`config.mk`:
```
export PLATFORM = sky130hd
export DESIGN_NAME = vga_timing_gen
export DESIGN_NICKNAME = d
export VERILOG_FILES = /design/src/rtl/vga_timing_gen.sv
export SDC_FILE = /design/constraint.sdc
export NUM_CORES = 1
export LEC_CHECK = 0
export ABC_CLOCK_PERIOD_IN_PS = 2300
export CORE_ASPECT_RATIO = 1.75
export CORE_MARGIN = 8
export CORE_UTILIZATION = 51
export CTS_CLUSTER_DIAMETER = 50
export DETAILED_ROUTE_END_ITERATION = 8
export PLACE_DENSITY = 0.86
export SLEW_MARGIN = 20
export SYNTH_ARGS = -nofsm -noshare
export SYNTH_HDL_FRONTEND = slang
export SYNTH_SLANG_ARGS = --single-unit
export TNS_END_PERCENT = 100
```
`constraint.sdc`:
```
create_clock -name clk -period 2.3 [get_ports clk]
set_input_delay 0.345 -clock clk [delete_from_list [all_inputs] [get_ports clk]]
set_output_delay 0.345 -clock clk [all_outputs]
set_load 0.1 [all_outputs]
```
`src/rtl/vga_timing_gen.sv`:
```
// VGA timing and pixel engine: generic H/V timing, CSR-configured stream/pattern sources,
// registered sync/blank/colour outputs with frame and underflow counters.
//
//   state | meaning
//   IDLE  | counters held at 0, outputs parked at reset levels
//   RUN   | scanning frames; enable/mode re-sampled only on the last pixel of a frame
module vga_timing_gen #(
    parameter int   H_ACTIVE = 640,
    parameter int   H_FP     = 16,
    parameter int   H_SYNC   = 96,
    parameter int   H_BP     = 48,
    parameter int   V_ACTIVE = 480,
    parameter int   V_FP     = 10,
    parameter int   V_SYNC   = 2,
    parameter int   V_BP     = 33,
    parameter int   COLOR_W  = 8,
    parameter logic HS_POL   = 1'b0,
    parameter logic VS_POL   = 1'b0
) (
    input  logic                   clk,
    input  logic                   reset,
    input  logic                   csr_read,
    input  logic                   csr_write,
    input  logic [7:0]             csr_addr,
    input  logic [31:0]            csr_wr_data,
    output logic [31:0]            csr_rd_data,
    input  logic [3*COLOR_W-1:0]   pix_data,
    input  logic                   pix_valid,
    output logic                   pix_ready,
    output logic                   sof,
    output logic [COLOR_W-1:0]     vga_r,
    output logic [COLOR_W-1:0]     vga_g,
    output logic [COLOR_W-1:0]     vga_b,
    output logic                   vga_hs,
    output logic                   vga_vs,
    output logic                   vga_blank_n,
    output logic                   vga_sync_n
);
    localparam int H_TOTAL = H_ACTIVE + H_FP + H_SYNC + H_BP;
    localparam int V_TOTAL = V_ACTIVE + V_FP + V_SYNC + V_BP;
    localparam int HW      = $clog2(H_TOTAL);
    localparam int VW      = $clog2(V_TOTAL);
    localparam int PW      = 3 * COLOR_W;
    localparam int BAR_W   = H_ACTIVE / 8;
    localparam int BW      = (BAR_W > 1) ? $clog2(BAR_W) : 1;

    localparam logic [HW-1:0] H_LAST   = HW'(H_TOTAL - 1);
    localparam logic [HW-1:0] H_ACT    = HW'(H_ACTIVE);
    localparam logic [HW-1:0] HS_START = HW'(H_ACTIVE + H_FP);
    localparam logic [HW-1:0] HS_END   = HW'(H_ACTIVE + H_FP + H_SYNC);
    localparam logic [VW-1:0] V_LAST   = VW'(V_TOTAL - 1);
    localparam logic [VW-1:0] V_ACT    = VW'(V_ACTIVE);
    localparam logic [VW-1:0] VS_START = VW'(V_ACTIVE + V_FP);
    localparam logic [VW-1:0] VS_END   = VW'(V_ACTIVE + V_FP + V_SYNC);
    localparam logic [BW-1:0] BAR_LAST = BW'(BAR_W - 1);

    typedef enum logic {IDLE, RUN} state_t;

    state_t          state, state_nxt;
    logic [HW-1:0]   h_cnt;
    logic [VW-1:0]   v_cnt;
    logic [BW-1:0]   bar_px;
    logic [2:0]      bar_idx;
    logic            ctrl_en;
    logic [1:0]      ctrl_mode;
    logic [1:0]      run_mode;
    logic [PW-1:0]   solid;
    logic [15:0]     frame_cnt;
    logic [15:0]     underflow_cnt;
    logic [31:0]     rd_mux;
    logic [PW-1:0]   pix_rgb;
    logic [PW-1:0]   rgb_q;
    logic [15:0]     h_ext, v_ext;
    logic            running, active, line_end, frame_end, underflow, status_clr;
    logic            unused_wr_bits;

    assign running    = (state == RUN);
    assign line_end   = (h_cnt == H_LAST);
    assign frame_end  = line_end && (v_cnt == V_LAST);
    assign active     = (h_cnt < H_ACT) && (v_cnt < V_ACT);
    assign pix_ready  = running && (run_mode == 2'd0) && active;
    assign underflow  = pix_ready && !pix_valid;
    assign status_clr = csr_write && (csr_addr == 8'd2);
    assign h_ext      = 16'(h_cnt);
    assign v_ext      = 16'(v_cnt);
    assign unused_wr_bits = ^csr_wr_data[31:PW];

    always_ff @(posedge clk) begin
        if (reset) state <= IDLE;
        else       state <= state_nxt;
    end

    always_comb begin
        state_nxt = state;
        case (state)
            IDLE: if (ctrl_en) state_nxt = RUN;
            RUN:  if (frame_end && !ctrl_en) state_nxt = IDLE;
            default: state_nxt = IDLE;
        endcase
    end

    always_ff @(posedge clk) begin
        if (reset || !running) begin
            h_cnt <= '0;
            v_cnt <= '0;
        end else if (line_end) begin
            h_cnt <= '0;
            v_cnt <= frame_end ? '0 : v_cnt + 1'b1;
        end else begin
            h_cnt <= h_cnt + 1'b1;
        end
    end

    // Bar index tracks h_cnt/BAR_W incrementally so no divider is needed.
    always_ff @(posedge clk) begin
        if (reset || !running || line_end) begin
            bar_px  <= '0;
            bar_idx <= '0;
        end else if (h_cnt < H_ACT) begin
            if (bar_px == BAR_LAST) begin
                bar_px  <= '0;
                bar_idx <= bar_idx + 3'd1;
            end else begin
                bar_px  <= bar_px + 1'b1;
            end
        end
    end

    always_ff @(posedge clk) begin
        if (reset)                     run_mode <= 2'd0;
        else if (!running || frame_end) run_mode <= ctrl_mode;
    end

    always_comb begin
        rd_mux = 32'd0;
        case (csr_addr)
            8'd0: rd_mux = {29'd0, ctrl_mode, ctrl_en};
            8'd1: rd_mux = 32'(solid);
            8'd2: rd_mux = {underflow_cnt, frame_cnt};
            default: rd_mux = 32'd0;
        endcase
    end

    always_ff @(posedge clk) begin
        if (reset) begin
            ctrl_en     <= 1'b0;
            ctrl_mode   <= 2'd0;
            solid       <= '0;
            csr_rd_data <= 32'd0;
        end else begin
            if (csr_write && csr_addr == 8'd0) begin
                ctrl_en   <= csr_wr_data[0];
                ctrl_mode <= csr_wr_data[2:1];
            end
            if (csr_write && csr_addr == 8'd1) solid <= csr_wr_data[PW-1:0];
            if (csr_read) csr_rd_data <= rd_mux;
        end
    end

    // A STATUS write in the same cycle as an increment leaves the counters cleared.
    always_ff @(posedge clk) begin
        if (reset || status_clr) begin
            frame_cnt     <= 16'd0;
            underflow_cnt <= 16'd0;
        end else begin
            if (underflow && underflow_cnt != 16'hFFFF) underflow_cnt <= underflow_cnt + 16'd1;
            if (running && frame_end) frame_cnt <= frame_cnt + 16'd1;
        end
    end

    always_comb begin
        pix_rgb = '0;
        case (run_mode)
            2'd0: pix_rgb = pix_valid ? pix_data : '0;
            2'd1: pix_rgb = {{COLOR_W{!bar_idx[1]}}, {COLOR_W{!bar_idx[2]}}, {COLOR_W{!bar_idx[0]}}};
            2'd2: pix_rgb = ((h_ext & 16'hF) == 16'd0 || (v_ext & 16'hF) == 16'd0) ? '1 : '0;
            2'd3: pix_rgb = solid;
            default: pix_rgb = '0;
        endcase
    end

    always_ff @(posedge clk) begin
        if (reset || !running) begin
            rgb_q       <= '0;
            vga_blank_n <= 1'b0;
            vga_hs      <= !HS_POL;
            vga_vs      <= !VS_POL;
            sof         <= 1'b0;
        end else begin
            rgb_q       <= active ? pix_rgb : '0;
            vga_blank_n <= active;
            vga_hs      <= (h_cnt >= HS_START && h_cnt < HS_END) ? HS_POL : !HS_POL;
            vga_vs      <= (v_cnt >= VS_START && v_cnt < VS_END) ? VS_POL : !VS_POL;
            sof         <= (h_cnt == '0) && (v_cnt == '0);
        end
    end

    assign vga_r      = rgb_q[PW-1 -: COLOR_W];
    assign vga_g      = rgb_q[2*COLOR_W-1 -: COLOR_W];
    assign vga_b      = rgb_q[COLOR_W-1:0];
    assign vga_sync_n = 1'b0;

endmodule

```
==> results of run 1 <==
[cells in the mapped netlist, types with 2 or more instances]
cell type	number	share of area, %
nor3_1	8	0.63
and4_1	5	0.69
nor2b_1	8	0.79
o21a_1	8	0.95
or3_1	11	1.1
and2_1	7	0.69
xnor2_1	13	1.8
nor2_1	61	3.6
nand2b_1	12	1.2
or4_1	7	0.83
a31oi_1	2	0.20
and3_1	9	0.89
dfxtp_1	152	48
ha_1	8	1.6
o21ai_2	2	0.28
o31ai_1	2	0.24
buf_2	2	0.16
o21ai_0	38	3.0
nand4_1	20	2.0
nand2_1	93	5.5
mux2i_1	13	2.0
o211ai_1	8	0.95
nor4_1	8	0.79
a22oi_1	45	5.3
inv_1	12	0.71
nor3b_1	5	0.59
xor2_1	20	2.8
clkbuf_1	42	2.5
or2_2	4	0.39
a21oi_1	73	5.8
nand3_1	29	2.3
[power by group]
| group | internal [mW] | switching, mW | total (mW) |
|---|---|---|---|
| sequential | 2.63 | 0.000868 | 2.63 |
| clock | 1.51 | 1.18 | 2.69 |
| combinational | 0.117 | 0.0866 | 0.204 |
[repair_timing]
| item | in CTS | in global routing |
|---|---|---|
| resized for setup | 0 | 3 |
| endpoints found under the setup margin | 0 | 10 |
| setup buffers | 0 | 1 |
[final cells by class]
cell class | instances | share of cell area, %
Tap cell | 168 | 2.524
Multi-Input combinational cell | 532 | 37.33
Clock inverter | 15 | 1.712
Sequential cell | 152 | 36.53
Inverter | 12 | 0.5408
Timing Repair Buffer | 152 | 16.25
Clock buffer | 17 | 5.107
[cells by family after synthesis]
family                   after synthesis  synth area share (%)
other                                  1               0.05903
adder cells (fa/ha/maj)                8                 1.576
flip-flops                           152                 47.90
multiplexers                          13                 2.048
XOR/XNOR                              33                 4.550
buffers and inverters                 58                 3.526
AO/OA/AOI/OAI                        184                 17.45
AND/OR/NAND/NOR                      293                 22.89
[tightest hold or removal path: cells and delay by family, from the launching register on]
family          cells  cell delay (ns)
flops               1             0.33
simple gates        1             0.04
compound gates      1             0.05
[through the flow]
| step | utilization [%] | TNS, ns | hold slack, ns | instance area [µm²] |
|---|---|---|---|---|
| after detailed placement | 62.99 | -0.01026 | 0.4451 | 7746 |
| after global routing | 67.74 | -0.007201 | 0.4668 | 8329 |
| after CTS | 67.61 | 0 | 0.4566 | 8314 |
| final | 67.74 | 0 | 0.4534 | 8329 |
| after floorplan | - | 0 | 0.4242 | 6364 |
| after global placement | 62.99 | 0 | 0.4375 | 7746 |
[registers in the layout (all words and copies together) (netlist names)]
name,cells
bar_idx,3
bar_px,7
vga_blank_n,1
v_cnt,10
frame_cnt,16
ctrl_mode,2
solid,24
h_cnt,10
underflow_cnt,16
sof,1
ctrl_en,1
run_mode,2
rgb_q,24
csr_rd_data,32
vga_vs,1
running,1
vga_hs,1
[path summary, 6_finish.rpt]
check / to / slack, ns / cells past startpoint
worst max-delay path: underflow_cnt[1]$_SDFFE_PP0P_ / 0.13 / 5
worst min-delay path: csr_rd_data[23]$_SDFFE_PP0P_ / 0.45 / 2
worst max register to register: underflow_cnt[1]$_SDFFE_PP0P_ / 0.13 / 5
worst min register to register: csr_rd_data[23]$_SDFFE_PP0P_ / 0.45 / 2
[per-layer routing]
metal  up-vias  wire length, µm
met5         -                0
met4         0              987
met3        74              770
met2       199            10320
met1      2891             6249
li1       2885                -
==> impl_metrics.csv, run 1 <==
group,metric,value,unit
synthesis,synth_flop_cell,"dfxtp_1",
global_route,overflow,0,
critical_path,worstSetupEndpointType,"flip-flop",
place,dp_hpwl,13360,µm
clock_network,clk_pin_slew,0.06,ns
finish,area_growth,31.12,%
global_route,grt_use_total,22.39,%
finish,fillers,980,
sta,min_period,2.168,ns
critical_path,critical_path.top_delay_family,"simple AND/OR/NAND/NOR gates",
finish,nets,944,
route,dr.pass1.iters,7,
clock_network,ctsHoldBuffers,0,
route,drt_iter0_markers,412,
synthesis,syn_nets,819,
clock_network,clkSinkCount,152,
finish,final_cell_mix,"dfxtp_1 (152), nand2_1 (93), buf_4 (87), a21oi_1 (73), nor2_1 (61)",
power_and_ir_drop,ir_worst_vdd,0.5319,mV
global_route,grt_pass1_wl,28920,µm
route,via_count,6049,
finish,ff_latch_area,0.003043,mm²
sta,finalClockSkew,0.006589,ns
critical_path,cp_data_arrival_time,2.49,ns
place,dp_slack,-0.01026,ns
floorplanning,die-height,163.6,µm
synthesis,synth_seq_area_share,47.90,%
critical_path,rr_startpoint,"underflow_cnt[3]$_SDFFE_PP0P_",
floorplanning,die_area,0.01642,mm²
critical_path,cp_max_fo,9,
place,portBuffers,121,
global_route,met3_usage,5.122,%
critical_path,crit_slowest_cell,"or4_1",
sta,hold_viol,0,
power_and_ir_drop,p_leak,3.034,nW
synthesis,mappedNetlistArea,0.006352,mm²
clock_network,clock_path_buffers,2,
global_route,grt_max_degree,30,
status,status,"finished, final reports clean",
route,wl_per_cell,17.49,µm
route,viasPerCell,5.772,
global_route,antenna_found_initial,0,
hold_path,hold_start,"csr_rd_data[23]$_SDFFE_PP0P_",
clock_network,cts_tree,"done",
critical_path,cp_cell_sequence,"nand4_1, or4_1, o21ai_2, mux2i_1, nor2_1",
synthesis,netlist_instances,742,
global_route,use_met1,20.42,%
finish,final_common_cell,"dfxtp_1",
critical_path,slowest_delay,0.70,ns
critical_path,worst-path-buf-inv,0,
floorplanning,die_x,100.4,µm
global_route,grt-busiest-layer,"met2",
sta,fmax,0.4612,GHz
finish,layout.cells.non_filler,1048,
floorplanning,start_util,51.66,%
place,gp_congestion,0.8583,
floorplanning,pin_count,131,
critical_path,crit_start,"underflow_cnt[3]$_SDFFE_PP0P_",
floorplanning,core_area,0.01230,mm²
route,ant_nets,0,
floorplanning,row_count,54,
sta,final_max_slew_viol_count,0,
sta,fin_crit_sh,94.26,%
critical_path,path_class,"flip-flop to flip-flop",
clock_network,cts_buffers,17,
synthesis,synthArstFlopShare,0,%
critical_path,required,2.62,ns
synthesis,ys_ff_latch,152,
sta,finalWorstSetupSlack,0.1319,ns
clock_network,h-tree-depth,4,
finish,multi_input_area,0.003109,mm²
power_and_ir_drop,p_total,5.526,mW
power_and_ir_drop,power.density,663.4,mW/mm²
sta,slew_headroom,42.82,%
critical_path,startpoint_type,"flip-flop",
global_route,grt_pass1_vias,6046,
hold_path,min_path_type,"flip-flop to flip-flop",
flow_run,cap_viol_max_count,0,
synthesis,ys_warn_count,0,
global_route,met2_usage,42.47,%
sta,worst_pin_slew,0.8537,ns
synthesis,avgSynthCellArea,8.561,µm²
synthesis,synth_edf_count,0,
finish,layout-drive-gt1-share,15.68,%
sta,setup_viol,0,
clock_network,cts_root_buf,"clkbuf_16",
route,wl,18330,µm
clock_network,clk_latency,0.42,ns
route,drc,0,
place,place_inst,1015,
finish,antenna_cells,0,
synthesis,synth_cell_types,46,
Note: power is estimated with default switching activity, not from simulation.
==> run 2, diff against run 1 <==
MAX_ROUTING_LAYER = met4   (was unset)
==> run 2 against run 1 <==
Against the previous run: register-to-register slack improved by 0.02 ns; combinational power about the same; critical path type unchanged; worst hold slack about the same; utilization unchanged; wire length decreased by 0.30%; die area unchanged; first-iteration DRC count decreased by 5.3%; setup slack improved by 0.016 ns; design area unchanged; sequential share of layout area unchanged.
==> impl_metrics.csv, run 2 (synthesis gave the netlist of run 1 again) <==
group,metric,value,unit
status,status,"finished, final reports clean",
power_and_ir_drop,ir_worst_vdd,0.5317,mV
power_and_ir_drop,power.density,662.9,mW/mm²
critical_path,path_class,"flip-flop to flip-flop",
floorplanning,core_area,0.01230,mm²
flow_run,cap_viol_max_count,0,
finish,nets,944,
finish,largest_reg_flops,32,
critical_path,worstSetupEndpointType,"flip-flop",
clock_network,clk_pin_slew,0.06,ns
global_route,grt_max_degree,30,
global_route,met3_usage,5.207,%
floorplanning,start_util,51.66,%
clock_network,cts_root_buf,"clkbuf_16",
critical_path,cp_cell_sequence,"or4_4, nor4_2, nand3_1, or3_1, a21oi_1",
clock_network,cts_buffers,17,
route,dr.pass1.iters,7,
hold_path,min_path_type,"flip-flop to flip-flop",
floorplanning,die-height,163.6,µm
sta,hold_viol,0,
finish,final_common_cell,"dfxtp_1",
critical_path,required,2.65,ns
place,place_inst,1015,
route,drt_iter0_markers,390,
finish,top_regs,"csr_rd_data: 32 flops, rgb_q: 24 flops, solid: 24 flops",
sta,fmax,0.4647,GHz
route,viasPerCell,5.764,
global_route,grt_use_total,23.04,%
hold_path,min_path_cells,2,
global_route,antenna_found_initial,0,
place,dp_hpwl,13360,µm
finish,final_cell_mix,"dfxtp_1 (152), nand2_1 (93), buf_4 (87), a21oi_1 (73), nor2_1 (61)",
floorplanning,die_x,100.4,µm
place,gp_congestion,0.8720,
finish,layout-drive-gt1-share,15.68,%
sta,worst_pin_slew,0.8416,ns
sta,finalClockSkew,0.006688,ns
global_route,grt_pass1_vias,6057,
route,wl_per_cell,17.44,µm
finish,fillers,980,
clock_network,clk_latency,0.42,ns
floorplanning,row_count,54,
finish,layout.cells.non_filler,1048,
finish,top_register,"csr_rd_data",
global_route,met2_usage,42.05,%
critical_path,cp_data_arrival_time,2.50,ns
clock_network,cts_tree,"done",
critical_path,crit_slowest_cell,"or4_4",
global_route,overflow,0,
global_route,use_met1,20.44,%
sta,min_period,2.152,ns
power_and_ir_drop,p_total,5.521,mW
clock_network,clock_path_buffers,2,
sta,setup_viol,0,
route,wl,18280,µm
clock_network,clkSinkCount,152,
global_route,grt-busiest-layer,"met2",
route,drc,0,
critical_path,reg2reg_depth,5,
route,via_count,6041,
place,portBuffers,121,
critical_path,startpoint_type,"flip-flop",
power_and_ir_drop,p_leak,3.034,nW
critical_path,slowest_delay,0.61,ns
clock_network,ctsHoldBuffers,0,
sta,finalSetupTns,0,ns
finish,area_growth,31.12,%
critical_path,cp_max_fo,7,
sta,final_max_slew_viol_count,0,
finish,antenna_cells,0,
global_route,grt_pass1_wl,28900,µm
sta,fin_crit_sh,93.57,%
finish,finalCoreUtilization,67.74,%
route,ant_nets,0,
floorplanning,pin_count,131,
sta,slew_headroom,43.63,%
clock_network,h-tree-depth,4,
floorplanning,die_area,0.01642,mm²
## run 2: cell counts in the layout (fill, tap and decap cells not counted)
No cell type changed its count.
## run 2: layout make-up
class                   instances  area [µm²]  area share, %
inverters                      12       45.04         0.5408
well taps                     168       210.2          2.524
clock buffers                  17       425.4          5.107
clock inverters                15       142.6          1.712
multi-input cells             532        3109          37.33
flip-flops and latches        152        3043          36.53
repair buffers                152        1354          16.25
## run 2: routing by layer
layer	part of all wire [%]	vias to the layer above	routed length (µm)
li1	-	2882	-
met1	34	2881	6239
met4	5.9	0	1080
met5	0	-	0
met3	4.1	84	746
met2	56	194	10210
## run 2: per-stage QoR
stage | hold WS, ns | setup slack (ns) | cell area [µm²]
6_report | 0.4533 | 0.1479 | 8329
5_1_grt | 0.4668 | -0.007201 | 8329
4_1_cts | 0.4566 | 0.02735 | 8314
3_5_place_dp | 0.4451 | -0.01026 | 7746
3_3_place_gp | 0.4375 | 0.01606 | 7746
2_1_floorplan | 0.4242 | 0.2934 | 6364
## run 2: worst max-delay path, delay by kind of cell, from the launching register on
kind	cells	cell delay, ns
AO/OA/AOI/OAI	1	0.15
flip-flops	1	0.36
AND/OR/NAND/NOR	4	1.58
## run 2: path summary, 6_finish.rpt
kind	start	end	slack (ns)
hold reg to reg	csr_rd_data[23]$_SDFFE_PP0P_	csr_rd_data[23]$_SDFFE_PP0P_	0.45
hold / removal	csr_rd_data[23]$_SDFFE_PP0P_	csr_rd_data[23]$_SDFFE_PP0P_	0.45
setup / recovery	v_cnt[5]$_SDFFE_PP0N_	frame_cnt[9]$_SDFFE_PP0P_	0.15
setup reg to reg	v_cnt[5]$_SDFFE_PP0N_	frame_cnt[9]$_SDFFE_PP0P_	0.15
## run 2: repair_timing
item / 4_1_cts / 5_1_grt
buffers inserted: 0 / 1
endpoints found under the setup margin: 0 / 10
gates resized for setup: 0 / 3
## run 2: power breakdown
group	internal, mW	leakage, nW	switching, mW
Combinational	0.117	1.53	0.0863
Sequential	2.63	1.22	0.000865
Clock	1.51	0.281	1.17
Total	4.26	3.03	1.26
==> run 3, diff against run 2 <==
CORE_MARGIN = 4   (was 8)
==> run 3 against run 2 <==
Against the previous run: sequential power is essentially flat; combinational power grew 3%; global-route usage grew 2.9 points; largest power group unchanged; highest routed layer unchanged.
==> impl_metrics.csv, run 3 (synthesis gave the netlist of run 1 again) <==
group,metric,value,unit
status,status,"finished, final reports clean",
critical_path,cp_max_fo,7,
finish,final_cell_mix,"dfxtp_1 (152), nand2_1 (93), buf_4 (88), a21oi_1 (73), nor2_1 (61)",
clock_network,cts_buffers,17,
sta,min_period,2.170,ns
route,wl,18420,µm
place,placed_cell_area,0.007775,mm²
place,portBuffers,121,
global_route,grt_pass1_vias,6014,
finish,top_register,"csr_rd_data",
finish,layout.cells.non_filler,1048,
sta,fmax,0.4608,GHz
power_and_ir_drop,p_leak,3.051,nW
sta,finalWorstSetupSlack,0.1299,ns
clock_network,h-tree-depth,4,
critical_path,cp_data_arrival_time,2.53,ns
clock_network,clock_path_buffers,2,
power_and_ir_drop,ir_worst_vdd,0.4988,mV
clock_network,clk_latency,0.43,ns
route,viasPerCell,5.845,
place,dp_slack,0.06559,ns
global_route,grt_pass1_wl,28660,µm
route,ant_nets,0,
critical_path,startpoint_type,"flip-flop",
critical_path,path_class,"flip-flop to flip-flop",
sta,hold_viol,0,
floorplanning,die_area,0.01438,mm²
finish,nets,947,
sta,slew_headroom,39.11,%
route,drt_iter0_markers,345,
floorplanning,core_area,0.01214,mm²
global_route,antenna_found_initial,0,
sta,rsz0062_at_grt,"false",
route,wl_per_cell,17.58,µm
place,gp_congestion,0.8775,
floorplanning,start_util,52.35,%
floorplanning,pin_count,131,
route,drc,0,
finish,final_area,0.008378,mm²
finish,area_growth,31.89,%
finish,fillers,925,
clock_network,cts_root_buf,"clkbuf_16",
finish,multi_input_area,0.003103,mm²
clock_network,cts_tree,"done",
sta,setup_viol,0,
sta,finalClockSkew,0.009310,ns
critical_path,cp_cell_sequence,"or4_4, nor4_1, buf_4, nand3_1, or3_1, a21oi_1",
global_route,grt_max_degree,30,
hold_path,min_path_type,"flip-flop to flip-flop",
sta,final_max_slew_viol_count,0,
place,place_inst,1013,
critical_path,slowest_delay,0.60,ns
critical_path,crit_slowest_cell,"or4_4",
finish,layout-drive-gt1-share,15.86,%
sta,hold_ws,0.4583,ns
finish,final_common_cell,"dfxtp_1",
critical_path,required,2.66,ns
sta,finalSetupTns,0,ns
clock_network,clkSinkCount,152,
place,dp_hpwl,12850,µm
finish,largest_reg_flops,32,
flow_run,cap_viol_max_count,0,
sta,fin_crit_sh,94.35,%
global_route,grt_use_total,25.95,%
finish,ff_latch_area,0.003043,mm²
finish,top_regs,"csr_rd_data: 32 flops, rgb_q: 24 flops, solid: 24 flops",
finish,antenna_cells,0,
route,dr.pass1.iters,5,
critical_path,worstSetupEndpointType,"flip-flop",
global_route,overflow,0,
floorplanning,die_x,92.37,µm
route,via_count,6126,
sta,worst_pin_slew,0.9092,ns
floorplanning,die-height,155.6,µm
clock_network,clk_pin_slew,0.06,ns
power_and_ir_drop,power.density,664.2,mW/mm²
floorplanning,row_count,53,
## run 3: cell count changes in the layout (fill, tap and decap cells not counted), sizes merged
cell and delta:
buf +3, clkinv -3, clkinvlp +3, clkbuf +1, inv -1
## run 3: metrics by stage
step                util (%)  total power [mW]
global route           69.04             5.720
finish                 69.04             5.565
global placement       64.07             2.898
detailed placement     64.07             2.899
floorplan                  -             2.762
CTS                    68.84             5.575
## run 3: what timing repair did
action | in CTS | in global routing
hold buffers | 0 | 0
setup buffers | 0 | 3
endpoints found under the setup margin | 0 | 4
resized for setup | 0 | 1
## run 3: final timing paths
| path | start | to | slack (ns) | cells past startpoint |
|---|---|---|---|---|
| hold / removal | csr_rd_data[8]$_SDFFE_PP0P_ | csr_rd_data[8]$_SDFFE_PP0P_ | 0.46 | 2 |
| hold reg to reg | csr_rd_data[8]$_SDFFE_PP0P_ | csr_rd_data[8]$_SDFFE_PP0P_ | 0.46 | 2 |
| setup / recovery | v_cnt[5]$_SDFFE_PP0N_ | frame_cnt[11]$_SDFFE_PP0P_ | 0.13 | 6 |
| setup reg to reg | v_cnt[5]$_SDFFE_PP0N_ | frame_cnt[11]$_SDFFE_PP0P_ | 0.13 | 6 |
## run 3: report_power, final
part / internal, mW / switching [mW] / leakage (nW)
Combinational: 0.121 / 0.0891 / 1.55
Sequential: 2.63 / 0.000871 / 1.22
Clock: 1.54 / 1.18 / 0.273
Total: 4.30 / 1.27 / 3.05
## run 3: layout make-up
cell class                 instances  area share (%)
sequential                       152           36.32
timing repair buffer             155           16.73
clock buffer                      18           5.242
multi-input combinational        532           37.04
clock inverter                    14           1.673
inverter                          12          0.5376
tap                              165           2.464
## run 3: critical path: cells and delay by family (launching register included)
family / cells / cell delay (ns)
simple gates: 4 / 1.43
flops: 1 / 0.36
compound gates: 1 / 0.14
buf+inv: 1 / 0.16
## run 3: routing by layer
| metal | up-vias | track usage, % | wire [µm] |
|---|---|---|---|
| li1 | 2880 | - | - |
| met1 | 2943 | 24.47 | 6364 |
| met2 | 240 | 48.61 | 10400 |
| met3 | 63 | 5.743 | 960 |
| met4 | 0 | 12.62 | 699 |
| met5 | - | - | 0 |
